### src/rtl/vt_seq_pkg.sv
// Shared definitions for the serial sequence-detector path.
package vt_seq_pkg;

  // Serializer FSM: waiting for a word, or driving bits of one.
  typedef enum logic {
    ST_IDLE  = 1'b0,
    ST_SHIFT = 1'b1
  } seq_st_e;

  // Pattern the downstream detector fires on (first bit received on the left).
  localparam logic [5:0] SEQ_PATTERN = 6'b100110;

  // Default word width for the serializer.
  localparam int DEFAULT_DATA_W = 8;

endpackage

### src/rtl/vt_byte_serializer.sv
// Parallel-to-serial front end: valid/ready word input, one registered bit
// per clock out, with a one-word holding register so back-to-back words
// stream without a gap on o_SI.
module vt_byte_serializer
  import vt_seq_pkg::*;
#(
  parameter int DATA_W    = DEFAULT_DATA_W,
  parameter bit MSB_FIRST = 1'b1,
  parameter bit IDLE_BIT  = 1'b0
) (
  input  logic              i_clk,
  input  logic              i_rst,
  input  logic [DATA_W-1:0] i_data,
  input  logic              i_valid,
  output logic              o_ready,
  output logic              o_SI,
  output logic              o_bit_valid,
  output logic              o_busy
);

  localparam int                CNT_W    = $clog2(DATA_W);
  localparam logic [CNT_W-1:0] LAST_CNT = CNT_W'(DATA_W - 1);

  seq_st_e           st_q, st_d;
  logic [CNT_W-1:0]  cnt_q, cnt_d;
  logic [DATA_W-1:0] sh_q, sh_d;
  logic [DATA_W-1:0] hold_q, hold_d;
  logic              hold_full_q, hold_full_d;
  logic              si_q, si_d;
  logic              bv_q, bv_d;

  logic accept;
  logic load_evt;

  // Ready depends only on the holding register, never on i_valid.
  assign o_ready  = !hold_full_q;
  assign accept   = i_valid && !hold_full_q;
  // Shifter wants a new word when idle or while its last bit is on the line.
  assign load_evt = (st_q == ST_IDLE) || ((st_q == ST_SHIFT) && (cnt_q == LAST_CNT));

  // Next-state: load from hold first, else bypass the accepted word,
  // else shift; words arriving while the shifter is busy park in hold.
  always_comb begin
    st_d        = st_q;
    cnt_d       = cnt_q;
    sh_d        = sh_q;
    hold_d      = hold_q;
    hold_full_d = hold_full_q;
    if (load_evt) begin
      cnt_d = '0;
      if (hold_full_q) begin
        // accept is impossible here since o_ready is low while hold is full
        sh_d        = hold_q;
        hold_full_d = 1'b0;
        st_d        = ST_SHIFT;
      end else if (accept) begin
        sh_d = i_data;
        st_d = ST_SHIFT;
      end else begin
        st_d = ST_IDLE;
      end
    end else begin
      cnt_d = cnt_q + 1'b1;
      sh_d  = MSB_FIRST ? {sh_q[DATA_W-2:0], 1'b0} : {1'b0, sh_q[DATA_W-1:1]};
      if (accept) begin
        hold_d      = i_data;
        hold_full_d = 1'b1;
      end
    end
  end

  // Output bit comes from the new shifter contents so the first bit of a
  // freshly loaded word appears right after the accepting edge.
  always_comb begin
    bv_d = (st_d == ST_SHIFT);
    si_d = IDLE_BIT;
    if (st_d == ST_SHIFT) si_d = MSB_FIRST ? sh_d[DATA_W-1] : sh_d[0];
  end

  // State and output registers; reset drops in-flight and held words.
  always_ff @(posedge i_clk or posedge i_rst) begin
    if (i_rst) begin
      st_q        <= ST_IDLE;
      cnt_q       <= '0;
      sh_q        <= '0;
      hold_q      <= '0;
      hold_full_q <= 1'b0;
      si_q        <= IDLE_BIT;
      bv_q        <= 1'b0;
    end else begin
      st_q        <= st_d;
      cnt_q       <= cnt_d;
      sh_q        <= sh_d;
      hold_q      <= hold_d;
      hold_full_q <= hold_full_d;
      si_q        <= si_d;
      bv_q        <= bv_d;
    end
  end

  assign o_SI        = si_q;
  assign o_bit_valid = bv_q;
  assign o_busy      = (st_q == ST_SHIFT) || hold_full_q;

endmodule

### config.mk
export PLATFORM = sky130hd
export DESIGN_NAME = vt_byte_serializer
export DESIGN_NICKNAME = d
export VERILOG_FILES = /design/src/rtl/vt_seq_pkg.sv /design/src/rtl/vt_byte_serializer.sv
export SDC_FILE = /design/constraint.sdc
export NUM_CORES = 1
export LEC_CHECK = 0
export ABC_CLOCK_PERIOD_IN_PS = 2500
export BUFFER_PORTS_ARGS = -buffer_cell sky130_fd_sc_hd__buf_2
export CAP_MARGIN = 20
export CORE_UTILIZATION = 40
export DETAILED_ROUTE_END_ITERATION = 8
export PLACE_DENSITY = 0.65
export RECOVER_POWER = 25
export SYNTH_ARGS = -nofsm -noshare
export SYNTH_HDL_FRONTEND = slang
export SYNTH_SLANG_ARGS = --single-unit
export TNS_END_PERCENT = 5
### constraint.sdc
create_clock -name i_clk -period 2.5 [get_ports i_clk]
set_input_delay 0.5 -clock i_clk [delete_from_list [all_inputs] [get_ports i_clk]]
set_output_delay 0.5 -clock i_clk [all_outputs]
set_load 0.02 [all_outputs]
==> results of run 1 <==
where the power goes:
group          total [W]  leakage, nW  internal, W  switching [W]
Clock           0.000167       0.0150    0.0000622       0.000105
Sequential      0.000568        0.253     0.000485      0.0000834
Combinational   0.000437        0.251     0.000233       0.000205
Total            0.00117        0.518     0.000780       0.000392
Yosys cell counts:
cell type / n
a211oi_1: 6
a21oi_1: 1
a311oi_1: 1
and2_1: 3
and2b_1: 3
and3_4: 1
buf_2: 3
buf_4: 1
buf_6: 1
dfrtp_1: 21
ha_1: 2
inv_1: 1
inv_2: 1
mux2_2: 1
mux2_4: 8
nand2_1: 10
nor2_1: 3
nor2b_1: 3
nor2b_4: 1
o21ai_0: 12
o31ai_1: 1
or2_2: 1
or2b_1: 1
path summary, 6_finish.rpt:
check / from / to / depth (start not counted)
setup / recovery: hold_full_q / o_busy / 2
hold / removal: i_rst / hold_q[1] / 2
setup reg to reg: cnt_q[0] / hold_q[4] / 5
hold reg to reg: cnt_q[0] / cnt_q[0] / 1
max in group asynchronous: i_rst / sh_q[5] / 2
min in group i_clk: i_data[1] / hold_q[1] / 2
state kept, by name, summed over array words and instances, names as in the netlist:
name	cells
hold_q	8
cnt_q	3
o_SI	1
sh_q	7
hold_full_q	1
o_bit_valid	1
worst register-to-register path, delay by kind of cell, from the launching register on:
kind          cells  cell delay, ns
fa+ha+maj         2            0.42
mux               1            0.32
simple gates      2            0.42
flops             1            0.40
logic make-up after synthesis:
family	count (synthesis)	share of synthesized area
AO/OA/AOI/OAI	21	0.127
adder cells (fa/ha/maj)	2	0.0251
buffers and inverters	7	0.0414
flip-flops	21	0.527
multiplexers	9	0.132
AND/OR/NAND/NOR	26	0.148
per-stage QoR:
step / util / power [W] / cell area (um2) / cells
floorplan: - / 0.000913 / 997 / 86
global route: 0.484 / 0.00126 / 1100 / 128
CTS: 0.484 / 0.00118 / 1100 / 128
detailed placement: 0.473 / 0.00101 / 1080 / 124
global placement: 0.473 / 0.000994 / 1080 / 124
finish: 0.484 / 0.00117 / 1100 / 128
layer usage:
layer | share of wire | up-vias
met5 | 0 | -
met4 | 0.017 | 0
met3 | 0.040 | 4
met2 | 0.44 | 13
met1 | 0.50 | 323
li1 | - | 321
cell type report:
cell class | count | area [um2] | area share
Tap cell | 28 | 35.0 | 0.0318
Inverter | 2 | 7.51 | 0.00681
Timing Repair Buffer | 15 | 77.6 | 0.0704
Multi-Input combinational cell | 58 | 430 | 0.390
Sequential cell | 21 | 526 | 0.477
Clock buffer | 4 | 26.3 | 0.0238
==> impl_metrics.py, run 1 <==
metrics = {
    "run_status": {
        "status": "complete, no violations",
    },
    "timing": {
        "min_period_over_period": 0.747,
        "max_clock_freq_mhz": 536,
        "finalClockSkew_ns": 0.00597,
        "fin_tns_setup_ns": 0,
        "worst_slew_margin_rel": 0.475,
        "maxSlewViolCount": 0,
        "fin_ws_ns": 0.633,
        "worst_pin_slew_ns": 0.787,
        "hold_slack_ns": 0.319,
        "hold_viol_final": 0,
        "min_period_ns": 1.87,
        "grt_setup_unrepaired": "false",
        "setup_viol_count_final": 0,
    },
    "global_routing": {
        "grt_use_met3": 0.0292,
        "grt_pass1_vias": 660,
        "met2_usage": 0.233,
        "track_usage": 0.165,
        "grt_pass1_wl_mm": 3.15,
        "grt_max_degree": 22,
        "antenna_found_initial": 0,
        "use_met1": 0.235,
        "grt.busiest_layer": "met1",
        "overflow": 0,
    },
    "drt": {
        "wl_per_cell_um": 14.3,
        "drc": 0,
        "postRouteAntennaNets": 0,
        "via_per_inst": 5.16,
        "first_iter_violations": 10,
        "wl_mm": 1.83,
        "drt_first_pass_iters": 4,
        "num_vias": 661,
    },
    "setup_path": {
        "path_max_fanout": 11,
        "crit_family": "flip-flops",
        "path_buf_inv": 1,
        "worstPathRequired_ns": 2.00,
        "end_kind": "primary output",
        "crit_chain": "or2_2 > buf_2",
        "crit_slowest_cell": "dfrtp_1",
        "crit_arrival_ns": 1.37,
        "cp-start-kind": "flop",
        "cpPeakStageDelay_ns": 0.55,
        "critPathKind": "flop to primary output",
        "r2r_setup_slack_ns": 0.83,
    },
    "clock_tree": {
        "clk_path_buf_depth": 2,
        "hold_buffers": 0,
        "cts_buffers": 3,
        "htreeDepth": 1,
        "clk_pin_slew_ns": 0.12,
        "cts.sinks": 21,
        "cts_tree": "yes",
        "clock_latency_ns": 0.30,
        "post_cts_buffers": 0,
        "root_buffer": "clkbuf_4",
        "cts_resized": 0,
    },
    "pwr": {
        "power.leakage_nw": 0.518,
        "powerDensity_nw_per_um2": 1060,
        "ir_worst_vdd_v": 0.000476,
    },
    "finish": {
        "area_growth_pct": 10.5,
        "final_cell_mix": "dfrtp_1, buf_2, o21ai_0, nand2_1, mux2_4",
        "drive_gt1_frac": 0.310,
        "nNetsFinal": 114,
        "fill_cells": 216,
        "antenna_cells": 0,
        "final_common_cell": "dfrtp_1",
    },
    "logic_synthesis": {
        "ys_warn_count": 0,
        "synth_cells": 86,
        "yosysSeqAreaShare": 0.527,
        "yosysUniqueCellTypes": 23,
        "ys_ff_latch": 21,
        "netlist.area_leader.share": 0.527,
        "netlist_area_um2": 997,
        "synth.area.top_cells": "dfrtp_1, mux2_4, o21ai_0",
        "avgSynthCellArea_um2": 11.6,
        "synth_largest_area_cell": "dfrtp_1",
        "synth_nets": 99,
    },
    "placed_design": {
        "dp_hpwl_mm": 1.21,
        "portBuffers": 14,
        "post-place-ws_ns": 0.848,
        "gp_congestion": 0.717,
    },
    "floorplanning": {
        "core-area_um2": 2280,
        "initial_core_util": 0.438,
        "ios": 15,
        "dieArea_um2": 2700,
        "num_rows": 17,
        "die_x_um": 51.9,
        "die_y_um": 51.9,
    },
    "hold_path": {
        "worstHoldPathType": "primary input to asynchronous set/reset pin",
    },
    "flow_run": {
        "maxCapViolCount": 0,
    },
}
Power figures use the tool's default switching activity.
==> inputs of run 2 (changes only) <==
ABC_AREA = 1   (was default)
ABC_CLOCK_PERIOD_IN_PS = 1900   (was 2500)
clock period = 1.9 ns   (was 2.5 ns; I/O delays follow)
==> run 2 against run 1 <==
Power is 45% higher. Area after synthesis is 3.8% higher. Global-route usage increased by 0.34 points. Critical path depth is 1 higher. Combinational power up 30%. Routed wire length grew 3.4%. Sequential share of layout area fell by 0.76 points. Worst hold slack got worse by 0.0022 ns. Core utilization fell by 0.62 points. Flip-flop and latch count grew 1.
==> impl_metrics.py, run 2 <==
metrics = {
    "logic_synthesis": {
        "synth_edf_count": 0,
        "yosysMostFrequentCell": "nand2_1",
        "synth.area.top_cells": "dfrtp_1, nand2_1, nand3_1",
        "synth_nets": 140,
        "ys_warn_count": 0,
        "synth_ff_type": "dfrtp_1",
        "synth_commonest_cells": "nand2_1, dfrtp_1, nand3_1, inv_1, nor2_1",
        "synth_largest_area_cell": "dfrtp_1",
        "yosysUniqueCellTypes": 15,
        "async_flop_share": 1.00,
        "ys_ff_latch": 22,
        "avgSynthCellArea_um2": 8.15,
        "yosysSeqAreaShare": 0.532,
        "netlist_area_um2": 1030,
        "synth_cells": 127,
        "netlist.area_leader.share": 0.532,
    },
    "timing": {
        "fin_ws_ns": 0.179,
        "min_period_over_period": 0.906,
        "worst_pin_slew_ns": 1.16,
        "finalClockSkew_ns": 0.00979,
        "min_period_ns": 1.72,
        "grt_setup_unrepaired": "false",
        "hold_slack_ns": 0.317,
        "maxSlewViolCount": 0,
        "max_clock_freq_mhz": 581,
        "worst_slew_margin_rel": 0.228,
        "setup_viol_count_final": 0,
        "hold_viol_final": 0,
        "fin_tns_setup_ns": 0,
    },
    "drt": {
        "wl_met3_um": 57,
        "drc": 0,
        "met1_length_um": 929,
        "drt_first_pass_iters": 4,
        "num_vias": 804,
        "postRouteAntennaNets": 0,
        "via_per_inst": 4.65,
        "top_layer_used": "met3",
        "wl_per_cell_um": 10.9,
        "first_iter_violations": 17,
        "wl_met2_um": 903,
        "wl_mm": 1.89,
    },
    "global_routing": {
        "overflow": 0,
        "track_usage": 0.168,
        "antenna_found_initial": 0,
        "grt_pass1_wl_mm": 3.42,
        "grt_pass1_vias": 776,
        "grt_max_degree": 23,
    },
    "clock_tree": {
        "clk_path_buf_depth": 2,
        "htreeDepth": 1,
        "root_buffer": "clkbuf_4",
        "cts.sinks": 22,
        "cts_buffers": 3,
        "post_cts_buffers": 0,
        "hold_buffers": 0,
        "clk_pin_slew_ns": 0.13,
        "clock_latency_ns": 0.31,
        "cts_tree": "yes",
        "cts_resized": 0,
    },
    "floorplanning": {
        "dieArea_um2": 2790,
        "num_rows": 18,
        "core-area_um2": 2450,
        "die_x_um": 52.9,
        "die_y_um": 52.9,
        "initial_core_util": 0.422,
        "ios": 15,
    },
    "finish": {
        "drive_gt1_frac": 0.182,
        "top_regs": "hold_q: 8 flops, sh_q: 8 flops, cnt_q: 3 flops",
        "final_common_cell": "nand2_1",
        "finalInstanceArea_um2": 1170,
        "area_growth_pct": 13.4,
        "antenna_cells": 0,
        "fill_cells": 250,
        "final_cell_mix": "nand2_1, dfrtp_1, nand3_1, buf_2, inv_1",
        "regArea_um2": 551,
        "nNetsFinal": 157,
        "multi_input_area_um2": 407,
    },
    "pwr": {
        "p_clk_frac": 0.210,
        "internal_power_w": 0.00108,
        "ir_worst_vdd_v": 0.000875,
        "power.leakage_nw": 0.644,
        "p_sw_w": 0.000624,
        "combPwrFrac": 0.332,
        "total_power_w": 0.00171,
        "powerDensity_nw_per_um2": 1450,
        "pwr-share-seq": 0.458,
        "power_switching_share": 0.366,
    },
    "setup_path": {
        "crit_arrival_ns": 1.34,
        "end_kind": "primary output",
        "worstReg2RegStart": "cnt_q[0]",
        "cp-start-kind": "flop",
        "critPathKind": "flop to primary output",
        "r2r_setup_slack_ns": 0.33,
        "worstPathRequired_ns": 1.52,
        "reg2regPathDepth": 7,
        "path_max_fanout": 12,
        "reg2reg_to": "hold_q[6]",
    },
    "placed_design": {
        "portBuffers": 14,
        "dpl_cell_area_um2": 1120,
        "gp_congestion": 0.739,
        "dp_hpwl_mm": 1.37,
        "post-place-ws_ns": 0.349,
    },
    "run_status": {
        "status": "complete, no violations",
    },
    "hold_path": {
        "holdPathEnd": "hold_q[2]",
        "hp-start": "i_data[2]",
        "holdPathStages": 3,
        "worstHoldPathType": "primary input to flop",
    },
    "flow_run": {
        "maxCapViolCount": 0,
    },
}
## run 2: cell types whose count changed in the layout (fill, tap and decap cells not counted), sizes merged, moves of 6 or more
| cell | before | now |
|---|---|---|
| nand2 | 10 | 53 |
| nand3 | 0 | 19 |
| inv | 2 | 12 |
| mux2 | 9 | 0 |
| o21ai | 12 | 4 |
| a211oi | 6 | 0 |
| nor2 | 3 | 9 |
## run 2: power groups by stage
stage / combinational [W] / clock [W] / sequential [W]
finish: 0.000567 / 0.000358 / 0.000781
global route: 0.000669 / 0.000385 / 0.000808
CTS: 0.000581 / 0.000363 / 0.000780
detailed placement: 0.000579 / 0 / 0.000789
global placement: 0.000563 / 0 / 0.000781
floorplan: 0.000492 / 0 / 0.000747
## run 2: worst max-delay path by stage
| stage | to | start | slack (ns) |
|---|---|---|---|
| after global routing | o_busy | hold_full_q | 0.06 |
| after global placement | hold_q[0] | cnt_q[0] | 0.41 |
| after detailed placement | hold_q[6] | cnt_q[0] | 0.35 |
| final | o_busy | hold_full_q | 0.18 |
| after CTS | o_busy | hold_full_q | 0.18 |
| after floorplan | o_SI | cnt_q[0] | 0.46 |
## run 2: critical path, stage by stage, from the launching register on
cell	delay, ns
dfrtp_1	0.66
inv_1	0.14
nand2_1	0.08
buf_2	0.15
## run 2: cells by family (layout without fill, tap and decap cells)
logic type	count (synthesis)	after routing	share of synthesized area
simple gates	83	83	0.349
flops	22	22	0.532
buf+inv	16	32	0.0750
compound gates	4	4	0.0193
fa+ha+maj	2	2	0.0242
## run 2: per-layer routing
metal / GRT usage / up-vias
met5: 0 / -
met2: 0.285 / 13
met1: 0.225 / 366
met4: 0.0263 / 0
met3: 0.0345 / 0
li1: - / 425
## run 2: layout make-up
type,instances,share of cell area
well taps,30,0.0320
multi-input cells,89,0.346
inverters,12,0.0384
clock inverters,1,0.0256
repair buffers,16,0.0693
clock buffers,3,0.0192
flip-flops and latches,22,0.469
## run 2: stage by stage
| stage | utilization | std cells |
|---|---|---|
| 6_report | 0.478 | 173 |
| 5_1_grt | 0.478 | 173 |
| 4_1_cts | 0.480 | 173 |
| 3_5_place_dp | 0.458 | 169 |
| 3_3_place_gp | 0.458 | 169 |
| 2_1_floorplan | - | 127 |
==> inputs of run 3 (changes only) <==
CAP_MARGIN = 0   (was 20)
GPL_TIMING_DRIVEN = 0   (was default)
RECOVER_POWER = 50   (was 25)
==> run 3 against run 2 <==
Design area up 0.21%. Register-to-register slack worse by 0.03 ns. Maximum frequency up 7.7%. Critical path type unchanged. Largest cell class unchanged. Largest power group unchanged.
==> impl_metrics.py, run 3 (same netlist as run 2, synthesis figures left out) <==
metrics = {
    "run_status": {
        "status": "complete, no violations",
    },
    "timing": {
        "max_clock_freq_mhz": 626,
        "min_period_ns": 1.60,
        "finalClockSkew_ns": 0.00510,
        "min_period_over_period": 0.841,
        "worst_pin_slew_ns": 0.844,
        "fin_tns_setup_ns": 0,
        "hold_viol_final": 0,
        "setup_viol_count_final": 0,
        "maxSlewViolCount": 0,
        "grt_setup_unrepaired": "false",
        "worst_slew_margin_rel": 0.437,
    },
    "finish": {
        "antenna_cells": 0,
        "final_cell_mix": "nand2_1, dfrtp_1, nand3_1, buf_2, inv_1",
        "finish.utilization": 0.479,
        "top_regs": "hold_q: 8 flops, sh_q: 8 flops, cnt_q: 3 flops",
        "area_growth_pct": 13.7,
        "instances_no_fill": 175,
        "finalInstanceArea_um2": 1180,
        "nNetsFinal": 159,
        "multi_input_area_um2": 407,
        "regArea_um2": 551,
        "drive_gt1_frac": 0.186,
        "fill_cells": 248,
        "final_common_cell": "nand2_1",
    },
    "global_routing": {
        "overflow": 0,
        "grt_max_degree": 23,
        "grt_pass1_vias": 777,
        "track_usage": 0.174,
        "grt_pass1_wl_mm": 3.37,
        "antenna_found_initial": 0,
    },
    "clock_tree": {
        "cts.sinks": 22,
        "root_buffer": "clkbuf_4",
        "htreeDepth": 1,
        "clock_latency_ns": 0.31,
        "cts_tree": "yes",
        "cts_resized": 0,
        "cts_buffers": 3,
        "clk_path_buf_depth": 2,
        "clk_pin_slew_ns": 0.12,
        "hold_buffers": 0,
        "post_cts_buffers": 0,
    },
    "setup_path": {
        "reg2regPathDepth": 7,
        "crit_start": "hold_full_q",
        "crit_arrival_ns": 1.22,
        "cp-start-kind": "flop",
        "critPathKind": "flop to primary output",
        "worstReg2RegStart": "cnt_q[0]",
        "setup.worst_path.end": "o_busy",
        "path_max_fanout": 10,
        "worstPathRequired_ns": 1.52,
        "reg2reg_to": "sh_q[6]",
        "end_kind": "primary output",
        "r2r_setup_slack_ns": 0.30,
    },
    "floorplanning": {
        "num_rows": 18,
        "initial_core_util": 0.422,
        "ios": 15,
        "die_x_um": 52.9,
        "die_y_um": 52.9,
        "dieArea_um2": 2790,
        "core-area_um2": 2450,
    },
    "pwr": {
        "total_power_w": 0.00164,
        "p_sw_w": 0.000628,
        "p_clk_frac": 0.160,
        "powerDensity_nw_per_um2": 1390,
        "pwr-share-seq": 0.458,
        "ir_worst_vdd_v": 0.000741,
        "power.leakage_nw": 0.646,
        "combPwrFrac": 0.382,
        "internal_power_w": 0.00101,
        "power_switching_share": 0.383,
    },
    "flow_run": {
        "maxCapViolCount": 0,
    },
    "drt": {
        "via_per_inst": 4.83,
        "wl_mm": 1.98,
        "first_iter_violations": 16,
        "drt_first_pass_iters": 4,
        "postRouteAntennaNets": 0,
        "num_vias": 845,
        "wl_per_cell_um": 11.3,
        "drc": 0,
    },
    "hold_path": {
        "worstHoldPathType": "primary input to asynchronous set/reset pin",
    },
    "placed_design": {
        "dp_hpwl_mm": 1.42,
        "dp_cells": 171,
        "gp_congestion": 0.790,
        "portBuffers": 14,
        "dpl_cell_area_um2": 1140,
    },
}
[run 3: worst min-delay path by stage]
stage,slack [ns],cells past startpoint,end,startpoint
after floorplan,0.37,1,cnt_q[0],i_rst
after global placement,0.42,1,cnt_q[0],cnt_q[0]
after detailed placement,0.43,1,cnt_q[0],cnt_q[0]
after CTS,0.24,2,hold_q[0],i_rst
after global routing,0.29,2,hold_q[0],i_rst
final,0.21,2,hold_q[0],i_rst
[run 3: layer usage]
layer | vias up | GRT usage | share of wire
met5 | - | 0 | 0
met4 | 0 | 0.0789 | 0.022
met3 | 5 | 0.0374 | 0.044
met2 | 21 | 0.278 | 0.46
met1 | 390 | 0.223 | 0.47
li1 | 429 | - | -
[run 3: area by class of cell]
class,count,area share
Buffer,4,0.0277
Clock buffer,4,0.0309
Inverter,12,0.0383
Multi-Input combinational cell,89,0.346
Sequential cell,22,0.468
Tap cell,30,0.0319
Timing Repair Buffer,14,0.0574
[run 3: through the flow]
step | hold WS (ns) | setup WS [ns]
2_1_floorplan | 0.369 | 0.458
3_3_place_gp | 0.421 | 0.341
3_5_place_dp | 0.427 | 0.306
4_1_cts | 0.237 | 0.288
5_1_grt | 0.291 | 0.192
6_report | 0.212 | 0.302
[run 3: power by group through the flow]
| stage | combinational (W) | clock, W | sequential (W) |
|---|---|---|---|
| floorplan | 0.000492 | 0 | 0.000747 |
| global placement | 0.000621 | 0 | 0.000751 |
| detailed placement | 0.000638 | 0 | 0.000761 |
| CTS | 0.000642 | 0.000276 | 0.000751 |
| global route | 0.000735 | 0.000295 | 0.000770 |
| finish | 0.000626 | 0.000262 | 0.000750 |
[run 3: worst max-delay path, cell delays in order, from the launching register on]
cell and delay [ns]:
dfrtp_1 0.46, buf_6 0.17, inv_1 0.08, nand2_1 0.05
buf_2 0.15
